**config.mk**
```make
export PLATFORM = sky130hd
export DESIGN_NAME = gat_feat_reader
export DESIGN_NICKNAME = d
export VERILOG_FILES = /design/src/rtl/gat_pkg.sv /design/src/rtl/gat_feat_reader_fifo.sv /design/src/rtl/gat_feat_reader.sv
export SDC_FILE = /design/constraint.sdc
export NUM_CORES = 1
export LEC_CHECK = 0
export BUFFER_PORTS_ARGS = -buffer_cell sky130_fd_sc_hd__buf_2
export CORE_MARGIN = 1
export CORE_UTILIZATION = 60
export CTS_CLUSTER_DIAMETER = 150
export DETAILED_ROUTE_END_ITERATION = 7
export GPL_TIMING_DRIVEN = 0
export PLACE_DENSITY = 0.81
export SYNTH_ARGS = -nofsm -noshare
export SYNTH_HDL_FRONTEND = slang
export SYNTH_SLANG_ARGS = --single-unit
```
**constraint.sdc**
```tcl
create_clock -name clk -period 4.97 [get_ports clk]
set_clock_uncertainty 0.1 [all_clocks]
set_input_delay 0.2485 -clock clk [delete_from_list [all_inputs] [get_ports clk]]
set_output_delay 0.2485 -clock clk [all_outputs]
set_load 0.05 [all_outputs]
```
**src/rtl/gat_pkg.sv**
```systemverilog
// Shared GAT constants and the feature-reader state encoding.
package gat_pkg;

   localparam int unsigned FeatWidth = 32;
   localparam int unsigned FeatDepth = 43328;  // 2708 nodes x 16 features

   typedef enum logic [2:0] {
      StIdle,
      StWaitRdy,
      StIssue,
      StDrain,
      StDone
   } feat_rd_state_e;

endpackage

```
**src/rtl/gat_feat_reader_fifo.sv**
```systemverilog
// Synchronous first-word-fall-through FIFO; head word comes straight from the storage registers.
module gat_feat_reader_fifo #(
   parameter int unsigned WIDTH = 32,
   parameter int unsigned DEPTH = 4
) (
   input  logic                       clk,
   input  logic                       rst,
   input  logic                       wr_en,
   input  logic [WIDTH-1:0]           wr_data,
   input  logic                       rd_en,
   output logic [WIDTH-1:0]           rd_data,
   output logic                       rd_valid,
   output logic [$clog2(DEPTH+1)-1:0] count
);

   localparam int unsigned PtrW = (DEPTH > 1) ? $clog2(DEPTH) : 1;
   localparam int unsigned CntW = $clog2(DEPTH + 1);

   logic [WIDTH-1:0] mem_q [DEPTH];
   logic [PtrW-1:0]  wr_ptr_q, rd_ptr_q;
   logic [CntW-1:0]  count_q;
   logic             rd_fire;

   assign rd_fire  = rd_en && (count_q != '0);
   assign rd_valid = (count_q != '0);
   assign rd_data  = mem_q[rd_ptr_q];
   assign count    = count_q;

   function automatic logic [PtrW-1:0] ptr_inc(input logic [PtrW-1:0] p);
      return (p == PtrW'(DEPTH - 1)) ? '0 : p + PtrW'(1);
   endfunction

   always_ff @(posedge clk) begin
      if (rst) begin
         for (int i = 0; i < DEPTH; i++) mem_q[i] <= '0;
         wr_ptr_q <= '0;
         rd_ptr_q <= '0;
         count_q  <= '0;
      end else begin
         if (wr_en) begin
            mem_q[wr_ptr_q] <= wr_data;
            wr_ptr_q        <= ptr_inc(wr_ptr_q);
         end
         if (rd_fire) rd_ptr_q <= ptr_inc(rd_ptr_q);
         count_q <= count_q + CntW'(wr_en) - CntW'(rd_fire);
      end
   end

endmodule

```
**src/rtl/gat_feat_reader.sv**
```systemverilog
// Feature BRAM readback engine: credit-limited reads into a skid FIFO, streamed out AXI-S style.
// Optional GAT_FEAT_READER_CHECKSUM_EN adds a wrapping sum of accepted beats on `checksum`.
module gat_feat_reader
   import gat_pkg::*;
#(
   parameter int unsigned NEW_FEATURE_WIDTH  = FeatWidth,
   parameter int unsigned NEW_FEATURE_DEPTH  = FeatDepth,
   parameter int unsigned NEW_FEATURE_ADDR_W = $clog2(NEW_FEATURE_DEPTH),
   parameter int unsigned RD_LATENCY         = 2,
   parameter int unsigned FIFO_DEPTH         = 4
) (
   input  logic                          clk,
   input  logic                          rst,
   input  logic                          start,
   input  logic [NEW_FEATURE_ADDR_W:0]   num_words,
   input  logic                          gat_ready,
   output logic                          busy,
   output logic                          done,
   output logic [NEW_FEATURE_ADDR_W+1:0] feat_bram_addrb,
   input  logic [NEW_FEATURE_WIDTH-1:0]  feat_bram_dout,
   output logic [NEW_FEATURE_WIDTH-1:0]  m_tdata,
   output logic                          m_tvalid,
   input  logic                          m_tready,
   output logic                          m_tlast
`ifdef GAT_FEAT_READER_CHECKSUM_EN
   ,
   output logic [31:0]                   checksum
`endif
);

   localparam int unsigned CntW = NEW_FEATURE_ADDR_W + 1;
   localparam int unsigned OccW = $clog2(FIFO_DEPTH + 1);
   localparam int unsigned OstW = $clog2(RD_LATENCY + 1);

   feat_rd_state_e              state_q, state_d;
   logic [CntW-1:0]             count_q, idx_q, beat_q;
   logic [NEW_FEATURE_ADDR_W+1:0] addr_q;
   logic [RD_LATENCY-1:0]       vpipe_q;
   logic [OstW-1:0]             outst_q;
   logic [OccW-1:0]             occ;
   logic                        credit_ok, issue, last_issue, rd_exit, pop, drain_done;

   // Reads in flight plus words already buffered must fit in the FIFO.
   assign credit_ok  = (32'(outst_q) + 32'(occ)) < FIFO_DEPTH;
   assign issue      = (state_q == StIssue) && credit_ok;
   assign last_issue = issue && (idx_q == count_q - CntW'(1));
   assign rd_exit    = vpipe_q[RD_LATENCY-1];
   assign pop        = m_tvalid && m_tready;
   assign m_tlast    = m_tvalid && (beat_q == count_q - CntW'(1));
   assign drain_done = pop && m_tlast && (outst_q == '0) && (occ == OccW'(1));

   assign busy            = (state_q != StIdle);
   assign done            = (state_q == StDone);
   assign feat_bram_addrb = issue ? {idx_q[NEW_FEATURE_ADDR_W-1:0], 2'b00} : addr_q;

   gat_feat_reader_fifo #(
      .WIDTH (NEW_FEATURE_WIDTH),
      .DEPTH (FIFO_DEPTH)
   ) u_fifo (
      .clk      (clk),
      .rst      (rst),
      .wr_en    (rd_exit),
      .wr_data  (feat_bram_dout),
      .rd_en    (pop),
      .rd_data  (m_tdata),
      .rd_valid (m_tvalid),
      .count    (occ)
   );

   always_comb begin
      state_d = state_q;
      unique case (state_q)
         StIdle:    if (start) state_d = StWaitRdy;
         StWaitRdy: if (gat_ready) state_d = (count_q == '0) ? StDone : StIssue;
         StIssue:   if (last_issue) state_d = StDrain;
         StDrain:   if (drain_done) state_d = StDone;
         StDone:    state_d = StIdle;
         default:   state_d = StIdle;
      endcase
   end

   always_ff @(posedge clk) begin
      if (rst) begin
         state_q <= StIdle;
         count_q <= '0;
         idx_q   <= '0;
         beat_q  <= '0;
         addr_q  <= '0;
         vpipe_q <= '0;
         outst_q <= '0;
      end else begin
         state_q <= state_d;
         if (state_q == StIdle && start) begin
            count_q <= (num_words > CntW'(NEW_FEATURE_DEPTH)) ? CntW'(NEW_FEATURE_DEPTH)
                                                             : num_words;
            idx_q   <= '0;
            beat_q  <= '0;
         end
         if (issue) begin
            idx_q  <= idx_q + CntW'(1);
            addr_q <= {idx_q[NEW_FEATURE_ADDR_W-1:0], 2'b00};
         end
         if (pop) beat_q <= beat_q + CntW'(1);
         vpipe_q[0] <= issue;
         for (int i = 1; i < RD_LATENCY; i++) vpipe_q[i] <= vpipe_q[i-1];
         outst_q <= outst_q + OstW'(issue) - OstW'(rd_exit);
      end
   end

`ifdef GAT_FEAT_READER_CHECKSUM_EN
   logic [31:0] checksum_q;

   always_ff @(posedge clk) begin
      if (rst) begin
         checksum_q <= '0;
      end else if (state_q == StIdle && start) begin
         checksum_q <= '0;
      end else if (pop) begin
         checksum_q <= checksum_q + 32'(m_tdata);
      end
   end

   assign checksum = checksum_q;
`endif

endmodule

```
---- Word level (Yosys, flattened, before mapping) ----
Memory sizes are Yosys's and may differ from the RTL's. A register that Yosys moved wholly into a read port is not among the register bits.
Index checks and enable logic that the tools add are counted.
storage, ports and cells
  register bits ........................... 83
  memory bits (writable) .................. 128
  word-level logic and storage cells ...... 77
  memories ................................ 1
operators by class
  add/sub/neg operators ................... 10
  magnitude comparators ................... 2
  equality and inequality tests ........... 13
  mux-type cells .......................... 23
  reduce and logical (&&, ||, !) cells .... 18
memories
  name          depth  width  read ports  clocked after memory_dff  wr ports  RTL line                    source
  u_fifo.mem_q  4      32     1           1                         4         gat_feat_reader_fifo.sv:19  logic [WIDTH-1:0] mem_q [DEPTH];
operator list
  operator                                                          number
  2-to-1 mux 17 bit                                                 4
  adder 17 x 1 -> 17 bit (second input constant)                    2
  == test 17 bit                                                    2
  2-to-1 mux 32 bit                                                 1
  OR reduction 32 bit                                               1
  2-to-1 mux 18 bit                                                 1
  greater-than comparator 17 x 16 -> 1 bit (second input constant)  1
  zero test 17 bit                                                  1
  subtractor 17 x 1 -> 17 bit (second input constant)               1
  2-to-1 mux 3 bit                                                  5
  one-hot mux 3 bit (4 select lines)                                1
  2-to-1 mux 2 bit                                                  5
  logical AND 1 bit                                                 9
  != test 2 bit (second input constant)                             4
  == test 3 x 1 -> 1 bit (second input constant)                    2
  == test 3 x 2 -> 1 bit (second input constant)                    2
  2-to-1 mux 1 bit                                                  6
  nonzero test 3 bit                                                2
  adder 2 x 1 -> 2 bit (second input constant)                      2
  adder 2 x 3 -> 4 bit                                              1
  == test 2 bit (second input constant)                             2
  < comparator 4 x 3 -> 1 bit (second input constant)               1
  AND reduction 4 bit                                               1
  nonzero test 2 bit                                                2
  other kinds (7)                                                   7

---- Logic depth before layout (Yosys ltp) ----
Gate-level depths: netlist of run 1.
  word-level depth ........................ 8
  depth in mapped cells ................... 12
  mapped depth without buffers ............ 11

---- Hierarchy ----
From an unflattened synthesis of run 1, not the netlist that was laid out.
second synthesis, totals
  cell total of the unflattened synthesis .. 937
  area total of the unflattened synthesis .. 10639.0 sq um
modules (own cells, without submodules)
  module                times used  cells an instance  area an instance (sq um)  seq. area each (sq um)
  gat_feat_reader_fifo  1           350                6018.3                    4023.9
  gat_feat_reader       1           587                4620.7                    1521.5

---- Worst setup path before layout of run 1 ----
OpenSTA, ideal clock, no wires.
  path kind ............................... register to register
  start point ............................. register u_fifo.count_q[1], in the netlist u_fifo.count[1]
  end point ............................... register u_fifo.count_q[2], in the netlist u_fifo.count[2]
  data arrival time ....................... 2.692 ns
  data required time ...................... 4.742 ns
  slack ................................... 2.050 ns
  stages on the path, launching flop included .. 12
  clock period less this slack ............ 2.920 ns
  path through ............................ dfxtp_1 -> or3_1 -> nand2_1 -> clkinv_1 -> ha_1 -> inv_1 -> ha_1 -> inv_1 -> fa_1 -> xor2_1 -> xnor2_1 -> nor2_1
on the way
  word-level cells in the longest chain between the ends .. 4
  elaborated cells on any way between the ends .. 5
ends and longest elaborated chain
  what                           RTL line                    source
  start: declaration             gat_feat_reader_fifo.sv:21  logic [CntW-1:0] count_q;
  start signal: assignment       gat_feat_reader_fifo.sv:45  count_q <= count_q + CntW'(wr_en) - CntW'(rd_fire);
  nonzero test 3 bit (*)         gat_feat_reader_fifo.sv:25  assign rd_valid = (count_q != '0);
  via m_tvalid                   gat_feat_reader.sv:22       output logic m_tvalid,
  logical AND 1 bit              gat_feat_reader.sv:48       assign pop = m_tvalid && m_tready;
  logical AND 1 bit (*)          gat_feat_reader_fifo.sv:24  assign rd_fire = rd_en && (count_q != '0);
  via u_fifo.rd_fire             gat_feat_reader_fifo.sv:22  logic rd_fire;
  subtractor 3 x 1 -> 3 bit (*)  gat_feat_reader_fifo.sv:45
The timed path passes the listed nets; every way through them passes the cells marked *.
A chain may end at the register's enable or synchronous reset.

---- Final worst setup path of run 1 ----
  start point ............................. register count_q[0]
  end point ............................... output port m_tlast
on the way
  word-level cells in the longest chain between the ends .. 3
ends and longest elaborated chain
  what                         RTL line               source
  start: declaration           gat_feat_reader.sv:36  logic [CntW-1:0] count_q, idx_q, beat_q;
  start signal: assignment     gat_feat_reader.sv:94  count_q <= (num_words > CntW'(NEW_FEATURE_DEPTH)) ? CntW'(NEW_FEATURE_DEPTH)
  subtractor 17 x 1 -> 17 bit  gat_feat_reader.sv:49  assign m_tlast = m_tvalid && (beat_q == count_q - CntW'(1));
  == test 17 bit               gat_feat_reader.sv:49
  logical AND 1 bit            gat_feat_reader.sv:49
  end: declaration             gat_feat_reader.sv:24  output logic m_tlast
No other way between the ends.

==> flow_metrics.py, run 1 <==
metrics = {
    "drt": {
        "remaining_drc_errors": 0,
        "drtIter0Drc": 578,
        "drt_wl_total_um": 24800,
        "vias_per_cell": 5.73,
        "postRouteAntennaNets": 0,
        "wl_per_cell_um": 18.8,
        "vias": 7569,
        "drt_pass1_iterations": 5,
    },
    "finish": {
        "diodes": 0,
        "syn2layout_area_growth_pct": 19.3,
        "finalNonFillerCells": 1320,
        "drive_above_1_share_pct": 19.1,
        "finalInstanceArea_mm2": 0.0123,
        "finalNetCount": 1149,
    },
    "sta": {
        "post-route-min-period_ps": 3740,
        "hold_viol": 0,
        "post-route-period-util_pct": 75.2,
        "tightest_slew_ps": 1020,
        "fin_ws_ps": 1230,
        "fin_setup_tns_ps": 0,
        "setup_viol": 0,
        "fmax_ghz": 0.268,
        "maxSlewViolCount": 0,
        "rsz0062_at_grt": "false",
        "slew_headroom_pct": 31.7,
    },
    "clock_network": {
        "cts.sinks": 213,
        "cts_tree": "yes",
        "post_cts_resized": 0,
        "path_clk_slew_ps": 60,
        "clock-root-buffer": "clkbuf_16",
        "clockBufferDepth": 3,
        "cts_buffers": 22,
        "clock_latency_ps": 520,
        "htreeDepth": 1,
    },
    "global_route": {
        "grt_overflow": 0,
        "antenna_found_initial": 0,
        "grtUsageTotal_pct": 28.3,
        "grt_pass1_wl_um": 38800,
        "grt_pass1_vias": 7478,
        "grt_start_max_net_pins": 33,
    },
    "power_and_ir_drop": {
        "power_frac_comb_pct": 33.7,
        "netSwitchingFraction_pct": 35.5,
        "clkPwrFrac_pct": 29.0,
        "power.leakage_nw": 4.83,
        "intPower_mw": 3.59,
        "power_frac_seq_pct": 37.3,
        "vdd_ir_drop_max_mv": 0.355,
        "powerDensity_mw_per_mm2": 453,
        "switchingPower_mw": 1.97,
    },
    "yosys": {
        "synth-edff-count": 128,
        "synth_warnings": 0,
        "ys_seq_elements": 213,
        "syn-num-nets": 971,
        "synthesis.area_mm2": 0.0103,
        "synth_cells": 906,
        "avgSynthCellArea_um2": 11.4,
        "synth_area_leader_cell": "edfxtp_1",
        "synth_commonest_cells": "and2_1 (131), edfxtp_1 (128), dfxtp_1 (85)",
        "synth-main-ff-cell": "edfxtp_1",
        "synthArstFlopShare_pct": 0,
        "synth_top_area_share_pct": 37.3,
        "synthDistinctLibCells": 72,
        "synthAdderAreaFrac_pct": 1.41,
        "synth_compound_area_share_pct": 7.28,
        "synth_top_family_by_area": "simple AND/OR/NAND/NOR gates",
        "synthSimpleGateAreaFrac_pct": 22.6,
        "synthTopCellsByArea": "edfxtp_1 (37%), dfxtp_1 (17%), and2_1 (8.0%)",
        "synthMuxAreaShare_pct": 7.51,
        "synth.most_common_cell": "and2_1",
        "synthXorXnorAreaFrac_pct": 4.30,
        "ys_seq_area_share_pct": 53.9,
    },
    "setup_path": {
        "cp-end-kind": "output port",
        "critical_path.max_fanout": 9,
        "critPathKind": "register to output port",
        "startpoint_type": "register",
        "required_ps": 4620,
        "arrival_ps": 3390,
        "r2r_cells": 8,
    },
    "floorplan": {
        "start_util_pct": 61.9,
        "die-area_mm2": 0.0177,
        "std_cell_rows": 47,
        "die_x_um": 133,
        "num_io_pins": 108,
        "core_mm2": 0.0166,
        "dieHeight_um": 133,
    },
    "placement": {
        "io_buffers": 106,
        "placed_cell_area_mm2": 0.0111,
        "dp_slack_ps": 1820,
        "place_congestion": 0.898,
        "hpwl_um": 15600,
        "dp.cells": 1232,
    },
    "job": {
        "drv_cap": 0,
    },
    "hold_path": {
        "hold_depth": 3,
        "holdCritPathClass": "input pin to register",
    },
    "status": {
        "status": "completed",
    },
}
==> cells in the final DEF (no fill, tap or decap), drive strengths merged, types with 3 or more instances in the layout <==
master / synthesis / final
nand4: 9 / 9
nor3: 14 / 14
nand3b: 7 / 7
nand2: 76 / 76
xnor2: 26 / 26
buf: 17 / 123
a2111oi: 4 / 4
a21oi: 35 / 35
nor4: 10 / 10
nor3b: 5 / 5
nor2b: 23 / 23
nand3: 23 / 23
o21ai: 15 / 15
o211ai: 6 / 6
inv: 18 / 19
mux2i: 3 / 3
mux4: 32 / 32
clkinv: 1 / 10
nor2: 64 / 64
a211oi: 13 / 13
or2: 11 / 11
and2: 132 / 132
dlygate4sd3: 0 / 48
a22o: 10 / 10
or3: 11 / 11
a31oi: 5 / 5
and3: 16 / 16
xor2: 22 / 22
dfxtp: 85 / 85
edfxtp: 128 / 128
ha: 10 / 10
clkbuf: 39 / 66
==> layer usage <==
| layer | vias to the layer above | GRT usage (%) | routed length [um] |
|---|---|---|---|
| li1 | 3595 | - | - |
| met1 | 3654 | 36.5 | 10200 |
| met2 | 279 | 50.2 | 12700 |
| met3 | 41 | 3.56 | 1480 |
| met4 | 0 | 7.79 | 483 |
| met5 | - | 0 | 0 |
==> registers in the layout (all words and copies together) (netlist names), 3 cells and up, named ones only <==
signal and cells:
addr_q 18, u_fifo.mem_q 128, beat_q 17, state_q 3, count_q 17, idx_q 17
u_fifo.count 3
==> power by group through the flow <==
stage,sequential [mW],combinational [mW],clock (mW)
2_1_floorplan,2.08,1.43,0
3_3_place_gp,2.10,1.78,0
3_5_place_dp,2.11,1.81,0
4_1_cts,2.07,1.86,1.62
5_1_grt,2.08,2.01,1.68
6_report,2.07,1.87,1.61
==> critical path, cell delays in order, from the launching register on <==
cell and delay [ps]:
dfxtp_1 320, buf_6 140, inv_1 70, ha_1 130, buf_2 190, or4b_4 540
nor4_4 280, xnor3_1 220, o31ai_1 80, nor4_1 380, nand4_1 190, inv_1 80
buf_2 250
==> stage by stage <==
step,hold WS [ps],util [%],power [mW]
floorplan,274,-,3.51
global placement,318,66.7,3.87
detailed placement,334,66.7,3.92
CTS,24.4,73.8,5.54
global route,44.1,73.8,5.78
finish,38.0,73.8,5.56
==> worst paths after layout <==
path	start	to	slack, ps
setup / recovery	count_q[0]$_SDFFE_PP0P_	m_tlast	1230
setup reg to reg	state_q[0]$_SDFFE_PP0P_	count_q[14]$_SDFFE_PP0P_	1700
hold reg to reg	vpipe_q[0]$_SDFF_PP0_	vpipe_q[1]$_SDFF_PP0_	360
hold / removal	num_words[16]	count_q[15]$_SDFFE_PP0P_	40
==> layout make-up <==
| class | instances | area, um2 |
|---|---|---|
| Buffer | 56 | 244 |
| Clock buffer | 27 | 569 |
| Clock inverter | 13 | 128 |
| Fill cell | 1096 | 4360 |
| Inverter | 19 | 71.3 |
| Multi-Input combinational cell | 618 | 4430 |
| Sequential cell | 213 | 5550 |
| Tap cell | 220 | 275 |
| Timing Repair Buffer | 154 | 1010 |
==> timing repair <==
item                                   in CTS  in global routing
endpoints found under the hold margin     140                  0
hold buffers                               48                  0
buffers inserted                            0                  0
==> logic make-up (layout without fill, tap and decap cells) <==
logic type	after synthesis	count (layout)
AND/OR/NAND/NOR	412	412
XOR/XNOR	49	49
adder cells (fa/ha/maj)	11	11
multiplexers	37	37
AO/OA/AOI/OAI	109	109
flip-flops	213	213
buffers and inverters	75	269
Note: power is estimated with default switching activity, not from simulation.
==> inputs of run 2 (changes only) <==
- ABC_AREA: default -> 1
- CORE_UTILIZATION: 60 -> 59
- PLACE_DENSITY: 0.81 -> 0.8
- clock period: 4.97 -> 3.8 ns (I/O delays scaled with it)
==> run 2 against run 1 <==
  * Critical path depth stayed put
  * Clock-buffer cell count is 6 higher
  * Highest routed layer unchanged
  * Final cell count is 26% higher
  * Total power is 50% higher
  * Register-to-register slack worse by 1100 ps
  * Setup slack worse by 740 ps
  * Sequential share of layout area is 0.32 points lower
==> flow_metrics.py, run 2 <==
metrics = {
    "status": {
        "status": "completed",
    },
    "yosys": {
        "synth_top_area_share_pct": 37.3,
        "synth_warnings": 0,
        "synth-main-ff-cell": "edfxtp_1",
        "ys_seq_area_share_pct": 53.8,
        "syn-num-nets": 1308,
        "synthDistinctLibCells": 49,
        "synthArstFlopShare_pct": 0,
        "synthesis.area_mm2": 0.0103,
        "synth_cells": 1243,
        "synth-edff-count": 128,
        "synth_area_leader_cell": "edfxtp_1",
        "ys_seq_elements": 213,
        "synth.most_common_cell": "nor2_1",
        "avgSynthCellArea_um2": 8.29,
        "synthTopCellsByArea": "edfxtp_1 (37%), dfxtp_1 (17%), nor2_1 (10%)",
        "synth_commonest_cells": "nor2_1 (284), nand2_1 (180), edfxtp_1 (128)",
    },
    "floorplan": {
        "die_x_um": 134,
        "std_cell_rows": 47,
        "num_io_pins": 108,
        "die-area_mm2": 0.0180,
        "core_mm2": 0.0168,
        "dieHeight_um": 134,
        "start_util_pct": 61.3,
    },
    "clock_network": {
        "path_clk_slew_ps": 60,
        "cts_tree": "yes",
        "cts.sinks": 213,
        "clockBufferDepth": 3,
        "htreeDepth": 1,
        "clock_latency_ps": 500,
        "post_cts_resized": 0,
        "clock-root-buffer": "clkbuf_16",
        "cts_buffers": 22,
    },
    "finish": {
        "fillers": 1246,
        "largest_reg_flops": 128,
        "drive_above_1_share_pct": 12.4,
        "syn2layout_area_growth_pct": 20.0,
        "finalNetCount": 1495,
        "regMostFlops": "u_fifo.mem_q",
        "final_common_cell": "nor2_1",
        "biggestRegsByFlops": "u_fifo.mem_q: 128 flops, addr_q: 18 flops",
        "mostFrequentLayoutCells": "nor2_1 (284), nand2_1 (177), edfxtp_1 (128), inv_1 (127)",
    },
    "drt": {
        "drt_wl_total_um": 28500,
        "vias_per_cell": 5.77,
        "drtIter0Drc": 928,
        "wl_per_cell_um": 17.1,
        "vias": 9614,
        "remaining_drc_errors": 0,
        "postRouteAntennaNets": 0,
        "drt_pass1_iterations": 7,
    },
    "sta": {
        "hold_viol": 0,
        "slew_headroom_pct": 37.9,
        "rsz0062_at_grt": "false",
        "post-route-period-util_pct": 87.0,
        "whs_ps": 34.7,
        "tightest_slew_ps": 926,
        "post-route-min-period_ps": 3310,
        "setup_viol": 0,
        "fin_setup_tns_ps": 0,
        "maxSlewViolCount": 0,
        "fmax_ghz": 0.302,
    },
    "power_and_ir_drop": {
        "vdd_ir_drop_max_mv": 0.579,
        "intPower_mw": 4.70,
        "clkPwrFrac_pct": 24.0,
        "powerDensity_mw_per_mm2": 674,
        "power_frac_seq_pct": 33.4,
        "switchingPower_mw": 3.63,
        "power.leakage_nw": 5.26,
        "netSwitchingFraction_pct": 43.6,
        "power_frac_comb_pct": 42.6,
    },
    "placement": {
        "io_buffers": 106,
        "hpwl_um": 19000,
        "place_congestion": 0.972,
    },
    "setup_path": {
        "required_ps": 3510,
        "timing.rr.end": "u_fifo.count[2]$_SDFF_PP0_",
        "critPathKind": "register to output port",
        "r2r_slack_ps": 620,
        "critical_path.max_fanout": 7,
        "rr_startpoint": "u_fifo.count[1]$_SDFF_PP0_",
        "arrival_ps": 3020,
        "cp-end-kind": "output port",
        "startpoint_type": "register",
        "r2r_cells": 13,
    },
    "global_route": {
        "antenna_found_initial": 0,
        "grt_pass1_wl_um": 44400,
        "grt_overflow": 0,
        "grtUsageTotal_pct": 31.6,
        "grt_start_max_net_pins": 33,
        "grt_pass1_vias": 9241,
    },
    "hold_path": {
        "hp-start": "start",
        "hold_end": "state_q[1]$_SDFFE_PP0P_",
        "holdCritPathClass": "input pin to register",
        "hold_depth": 5,
    },
    "job": {
        "drv_cap": 0,
    },
}
## run 2: cell types whose count changed in the layout (fill, tap and decap cells not counted), sizes merged, moves of 23 or more
cell / change
and2: -132
inv: +111
mux4: -32
nand2: +109
nand3: +55
nor2: +232
nor2b: -23
o21ai: +95
o22ai: +32
xnor2: -25
## run 2: cell type report
type	instances	area, um2	share of cell area [%]
Buffer	51	194	1.57
Clock inverter	6	27.5	0.223
Clock buffer	33	637	5.15
Tap cell	220	275	2.23
Sequential cell	213	5550	44.8
Antenna cell	1	2.50	0.0202
Timing Repair Buffer	163	1100	8.93
Inverter	136	510	4.13
Multi-Input combinational cell	843	4070	32.9
## run 2: kinds of logic (layout without fill, tap and decap cells)
kind of cell / Yosys count / count (layout) / synth area share (%)
AO/OA/AOI/OAI: 211 / 211 / 11.8
XOR/XNOR: 6 / 6 / 0.643
adder cells (fa/ha/maj): 11 / 11 / 1.41
buffers and inverters: 187 / 389 / 6.83
flip-flops: 213 / 213 / 53.8
other: 0 / 1 / 0
AND/OR/NAND/NOR: 615 / 615 / 25.6
## run 2: routing by layer
metal	vias to the layer above	part of all wire [%]	GRT usage (%)
li1	4549	-	-
met1	4518	40	38.7
met2	477	49	56.3
met3	70	8.1	4.31
met4	0	3.3	12.9
met5	-	0	0
## run 2: worst max-delay path, stage by stage (launching register included)
cell	delay, ps
dfxtp_1	360
inv_2	150
ha_1	360
nand2_4	130
nor2_4	150
nand2_1	60
nand2_1	70
nand2_1	110
nand2_1	80
nand2_1	100
nor4_1	230
nor4b_1	370
buf_2	340
## run 2: per-stage QoR
stage                     utilization, %  cell area, um2  setup WS, ps  power (mW)  instances
after floorplan                        -           10300           336        5.38       1243
after global placement              66.1           11100         -1410        6.19       1569
after detailed placement            66.4           11200           734        6.26       1572
after CTS                           73.5           12400           505        8.28       1665
after global routing                73.5           12400           263        8.71       1665
final                               73.5           12400           493        8.33       1666
## run 2: how the worst max path moves through the flow
stage	from	endpoint	slack, ps	cells after the start
6_report	count_q[0]$_SDFFE_PP0P_	m_tlast	490	12
2_1_floorplan	rst	u_fifo.mem_q[3][0]$_DFFE_PP_	340	5
5_1_grt	count_q[0]$_SDFFE_PP0P_	m_tlast	260	12
4_1_cts	count_q[0]$_SDFFE_PP0P_	m_tlast	500	12
3_3_place_gp	rst	u_fifo.mem_q[3][13]$_DFFE_PP_	-1410	5
3_5_place_dp	u_fifo.count[1]$_SDFF_PP0_	u_fifo.count[2]$_SDFF_PP0_	730	13
## run 2: power groups by stage
| stage | registers, mW | clock network, mW | logic (mW) |
|---|---|---|---|
| 6_report | 2.78 | 2.00 | 3.55 |
| 5_1_grt | 2.80 | 2.09 | 3.82 |
| 4_1_cts | 2.78 | 2.00 | 3.50 |
| 3_5_place_dp | 2.82 | 0 | 3.44 |
| 3_3_place_gp | 2.82 | 0 | 3.37 |
| 2_1_floorplan | 2.79 | 0 | 2.60 |
## run 2: timing repair
item	4_1_cts	5_1_grt
buffers inserted	0	0
hold buffers	54	0
endpoints found under the hold margin	140	0
==> inputs of run 3 (changes only) <==
==> constraint.sdc (replaced) <==
create_clock -name clk -period 3.8 [get_ports clk]
set_clock_uncertainty 0.1 [all_clocks]
set_input_delay 0.76 -clock clk [delete_from_list [all_inputs] [get_ports clk]]
set_output_delay 0.76 -clock clk [all_outputs]
set_load 0.05 [all_outputs]
==> run 3 against run 2 <==
  * Setup slack got worse by 340 ps
  * Total power rose by 1.9%
  * Design area fell by 3.4%
  * Wire length fell by 3.1%
  * Sequential cell count did not move
  * Clock-buffer cell count did not move
  * Combinational power barely moved
  * Non-clock buffer count fell by 53
  * Largest power group unchanged
==> flow_metrics.py, run 3 (synthesis gave the netlist of run 2 again) <==
metrics = {
    "placement": {
        "placed_cell_area_mm2": 0.0112,
        "hpwl_um": 19400,
        "io_buffers": 106,
        "dp_slack_ps": 255,
        "place_congestion": 0.970,
    },
    "sta": {
        "fin_ws_ps": 152,
        "post-route-period-util_pct": 96.0,
        "rsz0062_at_grt": "true",
        "post-route-min-period_ps": 3650,
        "slew_headroom_pct": 37.9,
        "fmax_ghz": 0.274,
        "setup_viol": 0,
        "hold_viol": 0,
        "tightest_slew_ps": 929,
        "maxSlewViolCount": 0,
    },
    "setup_path": {
        "r2r_slack_ps": 770,
        "critPathMostFrequentCell": "nand2_1",
        "required_ps": 2940,
        "startpoint_type": "register",
        "critPathMaxStageDelay_ps": 370,
        "critical_path.max_fanout": 7,
        "crit_family": "simple AND/OR/NAND/NOR gates",
        "crit_cells": 10,
        "cp_slowest_cell": "dfxtp_1",
        "r2r_cells": 13,
        "cp-end-kind": "output port",
        "worstPathCellList": "inv_2, ha_2, nand2_4, nor2_4, nand2_1, nand2_1, xor2_1, nand4_1, nor4b_2, buf_4",
        "critPathKind": "register to output port",
        "worstPathBufferInverterCount": 2,
        "rr_startpoint": "u_fifo.count[1]$_SDFF_PP0_",
        "timing.rr.end": "u_fifo.count[2]$_SDFF_PP0_",
        "arrival_ps": 2790,
    },
    "global_route": {
        "grt_pass1_vias": 8729,
        "grt_overflow": 0,
        "antenna_found_initial": 0,
        "grtUsageTotal_pct": 31.1,
        "grt_pass1_wl_um": 43700,
        "grt_start_max_net_pins": 33,
    },
    "floorplan": {
        "core_mm2": 0.0168,
        "die-area_mm2": 0.0180,
        "start_util_pct": 61.3,
        "num_io_pins": 108,
        "dieHeight_um": 134,
        "die_x_um": 134,
        "std_cell_rows": 47,
    },
    "hold_path": {
        "hp-start": "vpipe_q[0]$_SDFF_PP0_",
        "hold_depth": 2,
        "holdCritPathClass": "register to register",
        "hold_end": "vpipe_q[1]$_SDFF_PP0_",
    },
    "finish": {
        "diodes": 0,
        "drive_above_1_share_pct": 13.6,
        "largest_reg_flops": 128,
        "biggestRegsByFlops": "u_fifo.mem_q: 128 flops, addr_q: 18 flops",
        "final_common_cell": "nor2_1",
        "syn2layout_area_growth_pct": 15.9,
        "finalInstanceArea_mm2": 0.0119,
        "finalNetCount": 1443,
        "mostFrequentLayoutCells": "nor2_1 (284), nand2_1 (177), edfxtp_1 (128), inv_1 (127), buf_2 (107)",
        "regMostFlops": "u_fifo.mem_q",
        "finish.utilization_pct": 71.0,
    },
    "clock_network": {
        "cts.sinks": 213,
        "path_clk_slew_ps": 60,
        "cts_buffers": 23,
        "cts_tree": "yes",
        "clockBufferDepth": 3,
        "clock-root-buffer": "clkbuf_16",
        "htreeDepth": 1,
        "holdBufCountCts": 0,
        "clock_latency_ps": 510,
    },
    "status": {
        "status": "completed",
    },
    "drt": {
        "vias_per_cell": 5.80,
        "vias": 9354,
        "drt_wl_total_um": 27600,
        "remaining_drc_errors": 0,
        "drtIter0Drc": 964,
        "postRouteAntennaNets": 0,
        "wl_per_cell_um": 17.1,
        "drt_pass1_iterations": 6,
    },
    "power_and_ir_drop": {
        "finalPower_mw": 8.49,
        "vdd_ir_drop_max_mv": 0.630,
        "power.leakage_nw": 5.10,
        "powerDensity_mw_per_mm2": 711,
    },
    "job": {
        "drv_cap": 0,
    },
}
-- run 3: cell count changes in the layout (fill, tap and decap cells not counted), sizes merged --
cell         delta
bufinv          +2
buf             +1
dlygate4sd3    -54
diode           -1
-- run 3: how the worst max path moves through the flow --
stage	startpoint	end	slack, ps
after floorplan	count_q[0]$_SDFFE_PP0P_	m_tlast	550
after global placement	rst	u_fifo.mem_q[3][30]$_DFFE_PP_	-340
after detailed placement	rst	u_fifo.mem_q[0][20]$_SDFFCE_PN0P_	250
after CTS	count_q[0]$_SDFFE_PP0P_	m_tlast	10
after global routing	u_fifo.count[1]$_SDFF_PP0_	feat_bram_addrb[12]	-30
final	count_q[0]$_SDFFE_PP0P_	m_tlast	150
-- run 3: final cells by class --
type	count	area [um2]
buffer	51	194
clock buffer	33	634
clock inverter	8	93.8
fill	1337	4870
inverter	136	514
multi-input combinational	843	4090
sequential	213	5550
tap	220	275
timing repair buffer	110	603
-- run 3: through the flow --
stage | instances | setup TNS, ps | hold WS, ps
2_1_floorplan | 1243 | 0 | 288
3_3_place_gp | 1569 | -16430 | 297
3_5_place_dp | 1571 | 0 | 306
4_1_cts | 1612 | 0 | 318
5_1_grt | 1614 | -91.6 | 340
6_report | 1614 | 0 | 316
-- run 3: metal layers --
metal / vias to the layer above / global-route usage, % / routed length, um
li1: 4456 / - / -
met1: 4357 / 42.9 / 11400
met2: 480 / 50.2 / 12800
met3: 61 / 4.91 / 2710
met4: 0 / 10.2 / 701
met5: - / 0 / 0
-- run 3: power breakdown --
| group | switching (mW) | total (mW) | internal, mW |
|---|---|---|---|
| combinational | 2.64 | 3.53 | 0.888 |
| clock | 0.895 | 2.19 | 1.30 |
| sequential | 0.126 | 2.78 | 2.65 |
| total | 3.66 | 8.49 | 4.83 |
-- run 3: what timing repair did --
item,4_1_cts,5_1_grt
gates resized for setup,0,8
buffers inserted,0,2
setup endpoints to repair,0,13
hold endpoints to repair,0,0
-- run 3: worst register-to-register path: cells and delay by family, from the launching register on --
| family | cells | cell delay, ps |
|---|---|---|
| flip-flops | 1 | 450 |
| buffers and inverters | 5 | 800 |
| AND/OR/NAND/NOR | 3 | 540 |
| AO/OA/AOI/OAI | 2 | 250 |
| adder cells (fa/ha/maj) | 3 | 830 |
